## src/rtl/aespim_pkg.sv

```systemverilog
// Types shared by the AES PIM accelerator datapath and its command sequencer.
package aespim_pkg;

    localparam int unsigned NUM_WORDS = 4;

    typedef enum logic [3:0] {
        ACC_LD  = 4'h0,
        ACC_ST  = 4'h1,
        ACC_KEX = 4'h2,
        ACC_NOP = 4'hF
    } acc_op_e;

    typedef enum logic [1:0] {
        CMD_LOAD    = 2'd0,
        CMD_STORE   = 2'd1,
        CMD_KEX     = 2'd2,
        CMD_ILLEGAL = 2'd3
    } cmd_e;

    typedef enum logic [2:0] {
        SEQ_IDLE  = 3'd0,
        SEQ_LOAD  = 3'd1,
        SEQ_STORE = 3'd2,
        SEQ_KEX   = 3'd3,
        SEQ_DONE  = 3'd4
    } seq_state_e;

    // Maps an accepted command to the sequencer state that services it.
    function automatic seq_state_e cmd_target(input cmd_e cmd);
        case (cmd)
            CMD_LOAD:  return SEQ_LOAD;
            CMD_STORE: return SEQ_STORE;
            CMD_KEX:   return SEQ_KEX;
            default:   return SEQ_DONE;
        endcase
    endfunction

endpackage

```

## src/rtl/aespim_sequencer.sv

```systemverilog
// Command sequencer driving the AES PIM accelerator: LOAD/STORE word streaming
// and timed key expansion; the accelerator sees NOP whenever nothing is moving.
module aespim_sequencer
    import aespim_pkg::*;
#(
    parameter int unsigned NumWords  = NUM_WORDS,
    parameter int unsigned KexCycles = 10
) (
    input  logic        clk_i,
    input  logic        rst_ni,
    input  logic        req_valid_i,
    output logic        req_ready_o,
    input  logic [1:0]  req_op_i,
    input  logic        wdata_valid_i,
    output logic        wdata_ready_o,
    input  logic [31:0] wdata_i,
    output logic        rdata_valid_o,
    input  logic        rdata_ready_i,
    output logic [31:0] rdata_o,
    output logic        done_o,
    output logic        err_o,
    output logic        acc_start_o,
    output logic [3:0]  acc_op_o,
    output logic [31:0] acc_wdata_o,
    input  logic [31:0] acc_rdata_i
);

    localparam int unsigned    CntW    = $clog2(NumWords + 1);
    localparam logic [CntW-1:0] CntOne  = CntW'(1);
    localparam logic [CntW-1:0] CntLast = CntW'(NumWords - 1);
    localparam logic [CntW-1:0] CntFull = CntW'(NumWords);
    localparam logic [7:0]      KexLoad = 8'(KexCycles);

    seq_state_e      state_r;
    logic [CntW-1:0] word_cnt_r;
    logic [7:0]      kex_cnt_r;
    logic            first_r;
    logic            err_r;
    logic            rvalid_r;
    logic [31:0]     rdata_r;

    cmd_e            cmd_s;
    logic            ld_beat_s;
    logic            st_issue_s;
    logic            consume_s;
    acc_op_e         acc_op_s;
    logic [31:0]     acc_wdata_s;

    assign cmd_s = cmd_e'(req_op_i);

    // Per-cycle stream events: load beat, store issue into the buffer, buffer consume.
    always_comb begin
        ld_beat_s  = 1'b0;
        st_issue_s = 1'b0;
        consume_s  = 1'b0;
        if (state_r == SEQ_LOAD) begin
            ld_beat_s = wdata_valid_i;
        end else if (state_r == SEQ_STORE) begin
            st_issue_s = (word_cnt_r < CntFull) && (!rvalid_r || rdata_ready_i);
            consume_s  = rvalid_r && rdata_ready_i;
        end else begin
            ld_beat_s  = 1'b0;
            st_issue_s = 1'b0;
            consume_s  = 1'b0;
        end
    end

    // Accelerator op code and data; anything that is not a real transfer is NOP with zero data.
    always_comb begin
        acc_op_s    = ACC_NOP;
        acc_wdata_s = 32'h0000_0000;
        case (state_r)
            SEQ_LOAD: begin
                if (ld_beat_s) begin
                    acc_op_s    = ACC_LD;
                    acc_wdata_s = wdata_i;
                end else begin
                    acc_op_s    = ACC_NOP;
                    acc_wdata_s = 32'h0000_0000;
                end
            end
            SEQ_STORE: begin
                if (st_issue_s) begin
                    acc_op_s = ACC_ST;
                end else begin
                    acc_op_s = ACC_NOP;
                end
            end
            SEQ_KEX: begin
                if (first_r) begin
                    acc_op_s = ACC_KEX;
                end else begin
                    acc_op_s = ACC_NOP;
                end
            end
            default: begin
                acc_op_s    = ACC_NOP;
                acc_wdata_s = 32'h0000_0000;
            end
        endcase
    end

    // Sequencer FSM, word/KEX counters and the one-entry read buffer.
    always_ff @(posedge clk_i or negedge rst_ni) begin
        if (!rst_ni) begin
            state_r    <= SEQ_IDLE;
            word_cnt_r <= '0;
            kex_cnt_r  <= 8'd0;
            first_r    <= 1'b0;
            err_r      <= 1'b0;
            rvalid_r   <= 1'b0;
            rdata_r    <= 32'h0000_0000;
        end else begin
            first_r <= 1'b0;
            case (state_r)
                SEQ_IDLE: begin
                    if (req_valid_i) begin
                        word_cnt_r <= '0;
                        kex_cnt_r  <= KexLoad;
                        state_r    <= cmd_target(cmd_s);
                        first_r    <= (cmd_s != CMD_ILLEGAL);
                        err_r      <= (cmd_s == CMD_ILLEGAL);
                    end
                end
                SEQ_LOAD: begin
                    if (ld_beat_s) begin
                        word_cnt_r <= word_cnt_r + CntOne;
                        if (word_cnt_r == CntLast) begin
                            state_r <= SEQ_DONE;
                        end
                    end
                end
                SEQ_STORE: begin
                    // An issue and a consume in the same cycle keep the buffer full.
                    if (st_issue_s) begin
                        rdata_r    <= acc_rdata_i;
                        rvalid_r   <= 1'b1;
                        word_cnt_r <= word_cnt_r + CntOne;
                    end else if (consume_s) begin
                        rvalid_r <= 1'b0;
                        if (word_cnt_r == CntFull) begin
                            state_r <= SEQ_DONE;
                        end
                    end
                end
                SEQ_KEX: begin
                    if (kex_cnt_r == 8'd0) begin
                        state_r <= SEQ_DONE;
                    end else begin
                        kex_cnt_r <= kex_cnt_r - 8'd1;
                    end
                end
                SEQ_DONE: begin
                    state_r <= SEQ_IDLE;
                    err_r   <= 1'b0;
                end
                default: begin
                    state_r <= SEQ_IDLE;
                end
            endcase
        end
    end

    assign req_ready_o   = (state_r == SEQ_IDLE);
    assign wdata_ready_o = (state_r == SEQ_LOAD);
    assign rdata_valid_o = rvalid_r;
    assign rdata_o       = rdata_r;
    assign done_o        = (state_r == SEQ_DONE);
    assign err_o         = (state_r == SEQ_DONE) && err_r;
    assign acc_start_o   = first_r;
    assign acc_op_o      = acc_op_s;
    assign acc_wdata_o   = acc_wdata_s;

endmodule

```

## config.mk

```make
export PLATFORM = sky130hd
export DESIGN_NAME = aespim_sequencer
export DESIGN_NICKNAME = d
export VERILOG_FILES = /design/src/rtl/aespim_pkg.sv /design/src/rtl/aespim_sequencer.sv
export SDC_FILE = /design/constraint.sdc
export NUM_CORES = 1
export LEC_CHECK = 0
export ABC_AREA = 1
export BUFFER_PORTS_ARGS = -buffer_cell sky130_fd_sc_hd__buf_2
export CAP_MARGIN = 10
export CORE_MARGIN = 2
export CORE_UTILIZATION = 41
export DETAILED_ROUTE_END_ITERATION = 8
export GPL_ROUTABILITY_DRIVEN = 0
export PLACE_DENSITY = 0.77
export SYNTH_ARGS = -nofsm -noshare
export SYNTH_HDL_FRONTEND = slang
export SYNTH_SLANG_ARGS = --single-unit
```

## constraint.sdc

```tcl
create_clock -name clk_i -period 1.5 [get_ports clk_i]
set_input_delay 0.3 -clock clk_i [delete_from_list [all_inputs] [get_ports clk_i]]
set_output_delay 0.3 -clock clk_i [all_outputs]
set_load 0.01 [all_outputs]
```

### Yosys cells after proc, flatten, opt, wreduce, memory -nomap -nowiden

Index checks and enable logic that the tools add are counted.

| word-level totals | value |
|---|---|
| register bits | 49 |
| input port bits | 71 |
| output and inout bits | 74 |
| word-level logic and storage cells | 80 |

| cells by class | value |
|---|---|
| add/subtract/negate cells | 2 |
| $lt $le $gt $ge | 1 |
| eq/ne operators | 19 |
| multiplexer cells | 33 |
| reductions and logical operators | 18 |

Operators with widths:

| operator | number |
|---|---|
| two-way mux 32 bit | 2 |
| two-way mux 3 bit | 10 |
| case mux 3 bit (3 select lines) | 2 |
| two-way mux 8 bit | 2 |
| case mux 8 bit (2 select lines) | 1 |
| != test 2 bit (second input constant) | 7 |
| two-way mux 4 bit | 3 |
| case mux 3 bit (4 select lines) | 1 |
| case mux 4 bit (3 select lines) | 1 |
| two-way mux 1 bit | 10 |
| equality test 3 x 2 -> 1 bit (second input constant) | 3 |
| logical NOT 8 bit | 1 |
| subtractor 8 x 1 -> 8 bit (second input constant) | 1 |
| AND reduction 7 bit | 1 |
| equality test 3 bit (second input constant) | 2 |
| != test 2 x 1 -> 1 bit (second input constant) | 3 |
| AND reduction 2 bit | 3 |
| nonzero test 2 bit | 3 |
| equality test 2 bit (second input constant) | 2 |
| AND reduction 4 bit | 1 |
| adder 3 x 1 -> 3 bit (second input constant) | 1 |
| equality test 3 x 1 -> 1 bit (second input constant) | 1 |
| logical AND 1 bit | 3 |
| logical NOT 3 bit | 1 |
| other kinds (8) | 8 |

### Logic depth before layout (Yosys ltp)

| logic depth | value |
|---|---|
| word-level depth | 7 |
| gate-level depth with buffers | 9 |
| gate-level depth less buffers | 9 |

### Least setup slack after synthesis

Ideal clock, no wire load.

| path | value |
|---|---|
| path type | reg-to-output |
| start point | reg state_r[2] |
| end point | out acc_op_o[3] |
| arrival | 1.268 ns |
| required time | 1.200 ns |
| slack | -0.068 ns |
| stages on the path, launching flop included | 8 |
| path buffers | 1 |
| cells stage by stage | dfrtp_1 inv_2 nand2_4 nor2_8 inv_2 or2_1 nand3_1 buf_4 |

| between the ends | value |
|---|---|
| cells in the longest elaborated chain, start to end | 5 |
| elaborated cells on any way between the ends | 9 |
| those cells by class | eq/ne (3); mux (6) |

Ends and longest elaborated chain:

| item | line | source |
|---|---|---|
| start, declared | aespim_sequencer.sv:34 | `seq_state_e state_r;` |
| start signal, assigned | aespim_sequencer.sv:120 | `state_r <= cmd_target(cmd_s);` |
| equality test 3 x 2 -> 1 bit | aespim_sequencer.sv:58, aespim_sequencer.sv:72 |  |
| two-way mux 1 bit | aespim_sequencer.sv:58 | `end else if (state_r == SEQ_STORE) begin` |
| two-way mux 1 bit | aespim_sequencer.sv:56 | `if (state_r == SEQ_LOAD) begin` |
| two-way mux 4 bit | aespim_sequencer.sv:83 | `if (st_issue_s) begin` |
| case mux 4 bit (3 select lines) * | aespim_sequencer.sv:72 | `case (state_r)` |
| end, declared | aespim_sequencer.sv:23 | `output logic [3:0] acc_op_o,` |

Mark *: on every way between the ends. The rest lies on a longest branch, timed or not.

### Worst setup path in the final report

| path | value |
|---|---|
| start point | reg state_r[2] |
| end point | out acc_op_o[2] |

Same word-level chain as after synthesis.

==> reports/qor.txt <==
Worst setup path start: state_r[2]$_DFFE_PN0P_
Worst slew pin tran: 0.428 ns
Ranking of synthesized cells by area: dfrtp_1, nand2_1, inv_1
Peak supply drop: 1.59 mV
Final setup viols: 75
First-pass GRT wire length: 11.8 mm
Synth Instances: 362
Synth Area in Adders: 0.0417
Largest delay share family, worst path: simple AND/OR/NAND/NOR gates
Clk_lat worst skew: 0.31 ns
Routed via count: 2950
Die Height: 85.1 µm
Post-DP HPWL: 5.07 mm
Grt ovf: 0
FF-to-FF Start: state_r[2]$_DFFE_PN0P_
PwrDens: 1990 nW/µm²
Compound-gate portion of the synthesized area: 0.0371
Final worst path period share: 1.21
M2 GR Usage: 0.343
Crit-path cells: inv_2, nand2_8, nor2_4, nand2_4, nand2_4, nand3_4, buf_6
Layout cell share with drive strength beyond 1: 0.557
Post-synthesis mux area share: 0
Crit-path max cell delay: 0.43 ns
Synth top area share: 0.455
Worst Path Max Fanout: 3
Min-delay src: acc_rdata_i[0]
Fmax: 0.549 GHz
Worst Hold Class: in -> reg
Iteration-0 DRC count of the detailed router: 87
Total GRT Usage: 0.201
Core ar.: 6350 µm²
CTS tree: done
Post-Syn Area: 2700 µm²
Final worst slack: -0.320 ns
Layout area overhead: 69.3%
Area of the multi-input gates: 1610 µm²
Critical path arrival: 1.52 ns
CTS clk-pin slew, worst paths: 0.11 ns
Most used cell, CP: nand2_4
ANT nets after route: 0
Fin util: 0.719
Met3 usage: 0.0477
Post-layout min period: 1.82 ns
Placed cells: 590
Port buffer count: 144
DR pass1 iterations: 4
XOR/XNOR Fraction of Synth Area: 0.00649
Failing checks: setup timing
Syn nets: 442
Req. time, crit path: 1.20 ns
Most numerous cell in the Yosys netlist: nand2_1
Placed cell area: 3610 µm²
Most frequent cells after synthesis: nand2_1, inv_1, dfrtp_1, nor2_1, nand3_1
# clock sinks: 49
Register bit count reported by yosys: 49
CP Launch Type: flip-flop
# rows: 29
Max stage delay cell, worst path: dfrtp_1
Max clock buf depth: 2
Pleak: 2.67 nW
Clk Tree Root Cell: clkbuf_8
Final Cell Area: 4570 µm²
Clock skew: 0.0108 ns
Max-Cap Viols: 0
Mapped Avg Cell Area: 7.45 µm²
Antenna violations before repair: 0
CP Class: reg -> out
WL final: 8.47 mm
CTS Buf Count: 5
Status: finished with violations
# H-tree levels: 2
Simple-gate share of the synthesized area: 0.353
Die area: 7240 µm²
Initial Utilization: 0.425
Slew margin rel.: 0.714
Largest family of logic cells by synthesized area: simple AND/OR/NAND/NOR gates
Post-route setup TNS: -11.47 ns
CP Capture Type: output port
Vias in the first global route: 2676
Via density: 4.72
WL/cell: 13.6 µm
Largest net degree at the start of global routing: 33
RSZ-0062 raised after global routing: true
Top cell type by total area after synthesis: dfrtp_1
Nets: 627
Width of the die: 85.1 µm
Slew Limit Fails: 0
Synth Flop Type: dfrtp_1
Synth warn: 0
Sequential cell area: 1230 µm²
# diodes: 0
Fin cells: 625
Met1 Track Usage GR: 0.254
IO Pins: 145
Fin. Hold Viols: 0
FFs w/ async S/R, synth: 1.00
Post-synthesis sequential area ratio: 0.455
Critical path buffers and inverters: 2
DR DRC count: 0
# fillers: 450
Distinct cells, synth: 28
GRT Max-Usage Layer: met2
Post-synth EDFFs: 0
==> report_power, final <==
part / switching [W] / leakage (nW) / internal, W / total, W
registers: 0.000504 / 0.606 / 0.00192 / 0.00242
clock network: 0.000491 / 0.0423 / 0.000340 / 0.000831
logic: 0.00307 / 2.02 / 0.00276 / 0.00583
==> cells in the final DEF (no fill, tap or decap), types with 2 or more instances in the layout <==
cell type,Yosys,layout
nand2_1,132,75
clkbuf_8,0,5
nand4_1,2,2
ha_1,9,9
xor2_1,2,2
nand3_2,0,3
dfrtp_1,49,49
buf_16,0,2
nand2_2,0,35
buf_6,3,13
nand3b_1,4,4
buf_4,2,22
nor2_4,3,9
nor2_1,47,24
buf_2,6,138
nor2_2,3,20
inv_1,50,46
nand2_4,4,23
o21ai_0,5,4
clkinvlp_4,0,2
a21oi_1,3,3
o21ai_1,4,4
buf_12,0,5
nand2_8,0,4
clkbuf_16,0,5
inv_2,5,8
nand3_1,20,16
buf_8,0,2
==> sequential cells by signal, summed over array words and instances (netlist names) <==
register	flops
rdata_o	32
kex_cnt_r	8
state_r	3
word_cnt_r	3
acc_start_o	1
err_r	1
rdata_valid_o	1
==> cell type report <==
cell class	count	area share
multi-input combinational	247	0.352
clock buffer	5	0.0151
timing repair buffer	188	0.290
tap	77	0.0211
sequential	49	0.268
clock inverter	3	0.00575
inverter	56	0.0477
==> path summary, 6_finish.rpt <==
| check | endpoint | slack, ns | cells past startpoint |
|---|---|---|---|
| setup / recovery | acc_op_o[2] | -0.32 | 7 |
| hold / removal | rdata_o[0]$_DFFE_PN0P_ | 0.18 | 3 |
| setup reg to reg | word_cnt_r[1]$_DFFE_PN0P_ | -0.14 | 10 |
| hold reg to reg | rdata_o[0]$_DFFE_PN0P_ | 0.49 | 2 |
| max in group asynchronous | rdata_o[12]$_DFFE_PN0P_ | 0.54 | 3 |
| min in group asynchronous | rdata_o[25]$_DFFE_PN0P_ | 0.45 | 2 |
==> metal layers <==
metal / wire length [µm] / vias up
li1: - / 1457
met1: 3520 / 1354
met2: 4190 / 127
met3: 630 / 12
met4: 130 / 0
met5: 0 / -
==> logic make-up after synthesis <==
family	count (synthesis)
simple gates	219
buf+inv	67
flops	49
compound gates	16
fa+ha+maj	9
xor+xnor	2
==> tightest hold or removal path: cells and delay by family <==
family / cells / cell delay, ns
buf+inv: 1 / 0.07
simple gates: 2 / 0.09
==> what timing repair did <==
| item | 4_1_cts | 5_1_grt |
|---|---|---|
| hold buffers | 1 | 0 |
| resized for setup | 32 | 121 |
| pin swaps | 8 | 51 |
| buffers inserted | 17 | 6 |
| endpoints found under the setup margin | 40 | 85 |
| gates cloned | 2 | 7 |
| hold endpoints to repair | 16 | 0 |
==> through the flow <==
| step | power, W | setup WS [ns] | hold slack [ns] |
|---|---|---|---|
| after floorplan | 0.00457 | -0.0304 | 0.00441 |
| after global placement | 0.00571 | 0.0417 | 0.260 |
| after detailed placement | 0.00583 | 0.00684 | 0.259 |
| after CTS | 0.00741 | -0.301 | 0.166 |
| after global routing | 0.00967 | -0.371 | 0.174 |
| final | 0.00908 | -0.320 | 0.177 |
Power figures use the tool's default switching activity.
